`src/rtl/aes_pkg.sv`:
```
// AES shared constants: word/byte widths
// and the forward S-box lookup table.
package aes_pkg;

  localparam int WORD_W = 32;
  localparam int BYTE_W = 8;

  localparam logic [7:0] SBOX [256] = '{
    8'h63, 8'h7c, 8'h77, 8'h7b,
    8'hf2, 8'h6b, 8'h6f, 8'hc5,
    8'h30, 8'h01, 8'h67, 8'h2b,
    8'hfe, 8'hd7, 8'hab, 8'h76,
    8'hca, 8'h82, 8'hc9, 8'h7d,
    8'hfa, 8'h59, 8'h47, 8'hf0,
    8'had, 8'hd4, 8'ha2, 8'haf,
    8'h9c, 8'ha4, 8'h72, 8'hc0,
    8'hb7, 8'hfd, 8'h93, 8'h26,
    8'h36, 8'h3f, 8'hf7, 8'hcc,
    8'h34, 8'ha5, 8'he5, 8'hf1,
    8'h71, 8'hd8, 8'h31, 8'h15,
    8'h04, 8'hc7, 8'h23, 8'hc3,
    8'h18, 8'h96, 8'h05, 8'h9a,
    8'h07, 8'h12, 8'h80, 8'he2,
    8'heb, 8'h27, 8'hb2, 8'h75,
    8'h09, 8'h83, 8'h2c, 8'h1a,
    8'h1b, 8'h6e, 8'h5a, 8'ha0,
    8'h52, 8'h3b, 8'hd6, 8'hb3,
    8'h29, 8'he3, 8'h2f, 8'h84,
    8'h53, 8'hd1, 8'h00, 8'hed,
    8'h20, 8'hfc, 8'hb1, 8'h5b,
    8'h6a, 8'hcb, 8'hbe, 8'h39,
    8'h4a, 8'h4c, 8'h58, 8'hcf,
    8'hd0, 8'hef, 8'haa, 8'hfb,
    8'h43, 8'h4d, 8'h33, 8'h85,
    8'h45, 8'hf9, 8'h02, 8'h7f,
    8'h50, 8'h3c, 8'h9f, 8'ha8,
    8'h51, 8'ha3, 8'h40, 8'h8f,
    8'h92, 8'h9d, 8'h38, 8'hf5,
    8'hbc, 8'hb6, 8'hda, 8'h21,
    8'h10, 8'hff, 8'hf3, 8'hd2,
    8'hcd, 8'h0c, 8'h13, 8'hec,
    8'h5f, 8'h97, 8'h44, 8'h17,
    8'hc4, 8'ha7, 8'h7e, 8'h3d,
    8'h64, 8'h5d, 8'h19, 8'h73,
    8'h60, 8'h81, 8'h4f, 8'hdc,
    8'h22, 8'h2a, 8'h90, 8'h88,
    8'h46, 8'hee, 8'hb8, 8'h14,
    8'hde, 8'h5e, 8'h0b, 8'hdb,
    8'he0, 8'h32, 8'h3a, 8'h0a,
    8'h49, 8'h06, 8'h24, 8'h5c,
    8'hc2, 8'hd3, 8'hac, 8'h62,
    8'h91, 8'h95, 8'he4, 8'h79,
    8'he7, 8'hc8, 8'h37, 8'h6d,
    8'h8d, 8'hd5, 8'h4e, 8'ha9,
    8'h6c, 8'h56, 8'hf4, 8'hea,
    8'h65, 8'h7a, 8'hae, 8'h08,
    8'hba, 8'h78, 8'h25, 8'h2e,
    8'h1c, 8'ha6, 8'hb4, 8'hc6,
    8'he8, 8'hdd, 8'h74, 8'h1f,
    8'h4b, 8'hbd, 8'h8b, 8'h8a,
    8'h70, 8'h3e, 8'hb5, 8'h66,
    8'h48, 8'h03, 8'hf6, 8'h0e,
    8'h61, 8'h35, 8'h57, 8'hb9,
    8'h86, 8'hc1, 8'h1d, 8'h9e,
    8'he1, 8'hf8, 8'h98, 8'h11,
    8'h69, 8'hd9, 8'h8e, 8'h94,
    8'h9b, 8'h1e, 8'h87, 8'he9,
    8'hce, 8'h55, 8'h28, 8'hdf,
    8'h8c, 8'ha1, 8'h89, 8'h0d,
    8'hbf, 8'he6, 8'h42, 8'h68,
    8'h41, 8'h99, 8'h2d, 8'h0f,
    8'hb0, 8'h54, 8'hbb, 8'h16
  };

endpackage

```
`src/rtl/aes_sbox_byte.sv`:
```
// Single-byte forward S-box: pure
// combinational table lookup.
module aes_sbox_byte
  import aes_pkg::*;
(
  input  logic [BYTE_W-1:0] byte_i,
  output logic [BYTE_W-1:0] byte_o
);

  // Table lookup, total over 0..255
  always_comb begin
    byte_o = SBOX[byte_i];
  end

endmodule

```
`src/rtl/sub_word.sv`:
```
// AES SubWord: four parallel S-box lookups
// with a registered output and valid flag.
module sub_word
  import aes_pkg::*;
(
  input  logic              clk,
  input  logic              rst,
  input  logic              in_valid,
  input  logic [WORD_W-1:0] in_word,
  output logic              out_valid,
  output logic [WORD_W-1:0] out_word
);

  logic [WORD_W-1:0] sub_w;
  logic [WORD_W-1:0] word_d;
  logic [WORD_W-1:0] word_q;
  logic              valid_d;
  logic              valid_q;

  for (genvar i = 0; i < 4; i++) begin : g_sbox
    aes_sbox_byte u_sbox (
      .byte_i (in_word[i*BYTE_W +: BYTE_W]),
      .byte_o (sub_w[i*BYTE_W +: BYTE_W])
    );
  end

  // Capture only valid words; hold otherwise
  always_comb begin
    word_d  = word_q;
    valid_d = in_valid;
    if (in_valid) begin
      word_d = sub_w;
    end
  end

  // Output stage; reset drops any word
  always_ff @(posedge clk) begin
    if (rst) begin
      word_q  <= '0;
      valid_q <= 1'b0;
    end else begin
      word_q  <= word_d;
      valid_q <= valid_d;
    end
  end

  assign out_word  = word_q;
  assign out_valid = valid_q;

endmodule

```
`config.mk`:
```
export PLATFORM = sky130hd
export DESIGN_NAME = sub_word
export DESIGN_NICKNAME = d
export VERILOG_FILES = /design/src/rtl/aes_pkg.sv /design/src/rtl/aes_sbox_byte.sv /design/src/rtl/sub_word.sv
export SDC_FILE = /design/constraint.sdc
export NUM_CORES = 1
export LEC_CHECK = 0
export BUFFER_PORTS_ARGS = -buffer_cell sky130_fd_sc_hd__buf_4
export CORE_ASPECT_RATIO = 0.8
export CORE_MARGIN = 1
export CORE_UTILIZATION = 29
export CTS_CLUSTER_SIZE = 16
export DETAILED_ROUTE_END_ITERATION = 7
export HOLD_SLACK_MARGIN = 0.08
export PLACE_DENSITY = 0.42
export SLEW_MARGIN = 20
export SYNTH_ARGS = -nofsm -noshare
export SYNTH_HDL_FRONTEND = slang
export SYNTH_SLANG_ARGS = --single-unit
```
`constraint.sdc`:
```
create_clock -name clk -period 4.2 [get_ports clk]
set_input_delay 0 -clock clk [delete_from_list [all_inputs] [get_ports clk]]
set_output_delay 0 -clock clk [all_outputs]
set_load 0.03 [all_outputs]
```
# Word-level counts from Yosys, hierarchy flattened
# Memories as Yosys holds them, arrays and structs flattened. A register that Yosys moved wholly into a read port is not among the register bits.
# Index checks and enable logic that the tools add are counted.
# totals
register_bits	1
latch_bits	0
ramBits	0
rom_bits	8192
input_bits	35
elab_cells	9
memories	4
# memory_table
name	words	word_bits	read_ports	rd_clocked_by_memory_dff	wr	line	text
(no name shown)	256	8	1	1	0	aes_sbox_byte.sv:12	byte_o = SBOX[byte_i];
(no name shown)	256	8	1	1	0	aes_sbox_byte.sv:12	
(no name shown)	256	8	1	1	0	aes_sbox_byte.sv:12	
(no name shown)	256	8	1	1	0	aes_sbox_byte.sv:12	
# classes
add_sub_neg	0
multipliers	0
n_div	0
magnitude_cmp	0
n_eq_ne	0
n_shift	0
muxes	0
n_bitwise	4
reduce_logical	0
# ops
cell	n
inverter 8 -> 9 bit	4

# Logic depth before layout (Yosys ltp)
# logic_depth
ltp_word	1
ltp_mapped	12
ltp_nobuf	8

# Hierarchy
# Synthesis repeated with hierarchy kept, for this count alone.
# hier_totals
cells_unflattened	2140
area_unflattened_um2	13767.0
# by_module_without_submodules
mod	n_inst	cells_per_inst	area_per_inst_um2
aes_sbox_byte at g_sbox[2].u_sbox ...	2	507	3179.3
aes_sbox_byte at g_sbox[0].u_sbox ...	2	510	3103.0
sub_word	1	106	1202.4

# Worst setup path after synthesis
# Ideal clock, no wire load.
# synth_timing
path_type	input -> register
startpoint	in in_word[16]
endpoint	reg word_q[16] (netlist: out_word[16])
t_arrival_ns	2.208
path_slack_ns	1.912
cell_stages	11
path_buffers	3
cell_sequence	buf_2 > buf_1 > inv_1 > ha_1 > clkbuf_1 > nor3_1 > a311o_1 > o311ai_0 > o21a_1 > a221o_1 > a41oi_1
# synth_between
elab_chain_cells	1
# synth_rtl
element	line	text
start, declared	sub_word.sv:9	input logic [WORD_W-1:0] in_word,
inverter 8 -> 9 bit (implied by the code)	aes_sbox_byte.sv:12	
end, declared	sub_word.sv:16	logic [WORD_W-1:0] word_q;
# No other way between the ends.
# A chain may end at the register's enable or synchronous reset.

# Worst setup path in the final report
# layout_timing
startpoint	in in_word[17]
endpoint	reg word_q[18] (netlist: out_word[18])
# The elaborated chain is that of the path after synthesis.

==> impl_results.md <==
* Final setup TNS at 0 ns
* Post-synth ARST share at 0%
* Worst-path clk slew at 0.08 ns
* Critical path class: in2reg
* Placed cell count at 2772
* Cell at the root of the clock tree: sky130_fd_sc_hd__clkbuf_16
* End-of-flow core utilization at 30.6%
* Growth of design area from synthesis to finish at 3.45%
* Number of clock buffers inserted by TritonCTS at 5
* Boundary pin count at 68
* Post-CTS setup buffer count at 0
* Number of sinks driven by the clock tree at 33
* Vias in the first global route at 17700
* Critical path cell sequence: buf_4, inv_1, ha_1, nand2b_1, a31o_2, a221oi_1, a311oi_1, a21o_1, a221oi_2
* Number of stages on the worst hold path at 2
* Buffers from clock root to sink, at most at 2
* Post-DP HPWL at 54.0 mm
* Clk Latency, worst-skew pair at 0.33 ns
* Initial antenna violation count at 0
* Endpoint type of the worst setup path: register
* Average routed wire per standard cell at 28.6 um
* Worst setup slack after layout at 1.10 ns
* Number of diodes added for antenna fixing at 0
* Reg-to-reg endpoint: out_word[1]
* Buffers on Ports at 67
* Total track usage at 29.6%
* Post-synth EDFFs at 0
* Global-route wire length before repair at 118 mm
* Path category of the worst min-delay check: in2reg
* Total number of vias at 19600
* Minimum period implied by the final worst setup slack at 3.10 ns
* Final period utilization at 73.7%
* Startpoint of the worst register-to-register path: out_word[1]
* Htree depth at 2
* Area enclosed by the die boundary at 51800 um^2
* Final weighted congestion in routability-driven placement at 0.978
* Number of distinct standard cells referenced by the synthesized netlist at 91
* Post-detailed-route via-to-cell ratio at 7.03
* TritonCTS clock tree: built
* Vertical die dimension at 204 um
* Worst min-delay path startpoint: rst
* Highest ir drop seen on vdd at 0.000144 V
* Die X at 254 um
* Worst clock skew on the final layout at 0 ns
* Pin count of the biggest net entering global routing at 88
* R2R Setup Slk at 2.90 ns
* Resized cells post-CTS at 0
* Hold Path End: out_word[2]
* Max-cap violations at 0
* Cell area after technology mapping at 14800 um^2
* Required time at the endpoint of the critical path at 4.43 ns
* Largest driver fanout on the critical path at 35
* Count of warnings emitted by yosys at 0
* Starting utilization of the core area at 29.6%
* Worst reg2reg path depth at 4
* Total core area at 50000 um^2
* Status: finished, final reports clean
* DR DRC count at 0
* Unrepaired setup endpoints after global routing: no
* Flip-flop cell with the highest count after synthesis: sky130_fd_sc_hd__dfxtp_1
* Delay of the slowest critical-path stage at 0.84 ns
* Arrival time at the worst endpoint at 3.33 ns
* Antenna Nets Post-Route at 0
* Fraction of layout cells with a size suffix above 1 at 9.64%
* Gr ovfl total at 0
* Sequential element share of the synthesized area at 4.47%
* Peak Freq at 323 MHz
* Gate Count Post-Synth at 2272
* Slew Limit Headroom at 29.4%
* Mean instance size in the synthesized netlist at 6.50 um^2
* Net Count, Synth at 2367
* CP Launch Type: primary input
* Setup violation total in the final timing report at 0
* Worst-case setup slack after placement at 0.952 ns
* Number of hold violations in the final report at 0
* Power density over the cells at 185 nW/um^2
* WL final at 79.5 mm
* Total iterations of the first detailed-routing run at 6
* Final net count at 2199
* Number of synthesized register bits at 33
* Cell at the slowest stage of the critical path: sky130_fd_sc_hd__ha_1
* Violation count after the first detailed-routing iteration at 3448
* Total number of placement rows at 73
* Count of hold buffers inserted by post-cts repair at 0
* Slew Viols, Final at 0
* Slew at the pin closest to its max-slew limit at 1.05 ns
* Pleak at 5.19 nW
* Final Instance Count excl. Fillers at 2780
==> critical path: cells and delay by family <==
| kind | cells | cell delay, ns |
|---|---|---|
| buf+inv | 2 | 0.72 |
| fa+ha+maj | 1 | 0.84 |
| compound gates | 5 | 1.23 |
| simple gates | 1 | 0.52 |
==> through the flow <==
stage	total power, mW	hold slack (ns)	area [um^2]
after floorplan	1.65	0.205	14800
after global placement	2.26	0.426	15100
after detailed placement	2.22	0.424	15100
after CTS	2.76	0.0804	15300
after global routing	2.95	0.105	15300
final	2.83	0.0928	15300
==> how the worst max path moves through the flow <==
stage,from,to
3_3_place_gp,in_word[25],out_word[25]
4_1_cts,in_word[9],out_word[9]
3_5_place_dp,in_word[9],out_word[9]
5_1_grt,in_word[17],out_word[18]
6_report,in_word[17],out_word[18]
2_1_floorplan,in_word[16],out_word[16]
==> sequential cells by signal, indices dropped and copies added, names as in the netlist <==
name       count
out_valid      1
out_word      32
==> final cells by class <==
| cell class | count | area (um^2) |
|---|---|---|
| inverters | 50 | 188 |
| flip-flops and latches | 33 | 661 |
| fillers | 5546 | 34700 |
| well taps | 675 | 845 |
| repair buffers | 110 | 838 |
| multi-input cells | 1904 | 12600 |
| clock buffers | 6 | 139 |
| clock inverters | 2 | 37.5 |
==> cells in the final DEF, fill, tap and decap left out, types with 30 or more instances in the layout <==
cell type and count:
sky130_fd_sc_hd__a211oi_1 51, sky130_fd_sc_hd__a21oi_1 165, sky130_fd_sc_hd__a311oi_1 45, sky130_fd_sc_hd__a31oi_1 59
sky130_fd_sc_hd__buf_4 109, sky130_fd_sc_hd__dfxtp_1 33, sky130_fd_sc_hd__ha_1 60, sky130_fd_sc_hd__inv_1 45
sky130_fd_sc_hd__mux4_2 30, sky130_fd_sc_hd__nand2_1 168, sky130_fd_sc_hd__nand2b_1 93, sky130_fd_sc_hd__nand3_1 73
sky130_fd_sc_hd__nor2_1 186, sky130_fd_sc_hd__nor2b_1 82, sky130_fd_sc_hd__nor3_1 83, sky130_fd_sc_hd__o211ai_1 51
sky130_fd_sc_hd__o21ai_0 198, sky130_fd_sc_hd__o311ai_0 53
==> power by group <==
part / internal, mW / switching (mW) / total (mW)
Clock: 0.299 / 0.226 / 0.525
Combinational: 0.618 / 1.32 / 1.93
Sequential: 0.344 / 0.0293 / 0.373
==> synth_stat cells (16+ instances only) <==
library cell / count / area share (%)
sky130_fd_sc_hd__o21ai_0: 198 / 6.7
sky130_fd_sc_hd__nor2_1: 187 / 4.8
sky130_fd_sc_hd__nand2_1: 168 / 4.3
sky130_fd_sc_hd__a21oi_1: 165 / 5.6
sky130_fd_sc_hd__buf_2: 124 / 4.2
sky130_fd_sc_hd__clkbuf_1: 119 / 3.0
sky130_fd_sc_hd__nand2b_1: 93 / 3.9
sky130_fd_sc_hd__nor3_1: 83 / 2.8
sky130_fd_sc_hd__nor2b_1: 82 / 3.5
sky130_fd_sc_hd__nand3_1: 73 / 2.5
sky130_fd_sc_hd__ha_1: 60 / 5.1
sky130_fd_sc_hd__a31oi_1: 59 / 2.5
sky130_fd_sc_hd__o311ai_0: 53 / 3.1
sky130_fd_sc_hd__a211oi_1: 51 / 2.6
sky130_fd_sc_hd__o211ai_1: 51 / 2.6
sky130_fd_sc_hd__a311oi_1: 45 / 2.7
sky130_fd_sc_hd__inv_1: 45 / 1.1
sky130_fd_sc_hd__dfxtp_1: 33 / 4.5
sky130_fd_sc_hd__mux4_2: 30 / 4.6
sky130_fd_sc_hd__and2_1: 24 / 1.0
sky130_fd_sc_hd__o31ai_1: 24 / 1.2
sky130_fd_sc_hd__nor3b_1: 23 / 1.2
sky130_fd_sc_hd__a211o_1: 20 / 1.2
sky130_fd_sc_hd__a2111oi_0: 19 / 1.1
sky130_fd_sc_hd__or2_2: 19 / 0.80
sky130_fd_sc_hd__or3_1: 19 / 0.80
sky130_fd_sc_hd__buf_4: 18 / 0.92
sky130_fd_sc_hd__a221oi_1: 17 / 1.0
sky130_fd_sc_hd__o2111ai_1: 17 / 1.0
sky130_fd_sc_hd__buf_1: 16 / 0.41
sky130_fd_sc_hd__o22ai_1: 16 / 0.68
==> layer usage <==
metal | global-route usage (%) | wire, um | share of wire (%)
met3 | 6.92 | 10500 | 13
met5 | 0 | 0 | 0
met2 | 41.5 | 32300 | 41
met4 | 9.06 | 2880 | 3.6
met1 | 43.8 | 33800 | 43
==> logic make-up (layout without fill, tap and decap cells) <==
logic type	count (synthesis)	count (layout)	synth area share [%]
AOI/OAI and AO/OA	921	921	43.5
DFF	33	33	4.47
adders and majority gates	60	60	5.08
and+or+nand+nor	866	866	30.1
buffers and inverters	335	168	10.4
xor gates and xnor gates	8	8	0.525
muxes	49	49	5.90
Note: power is estimated with default switching activity, not from simulation.
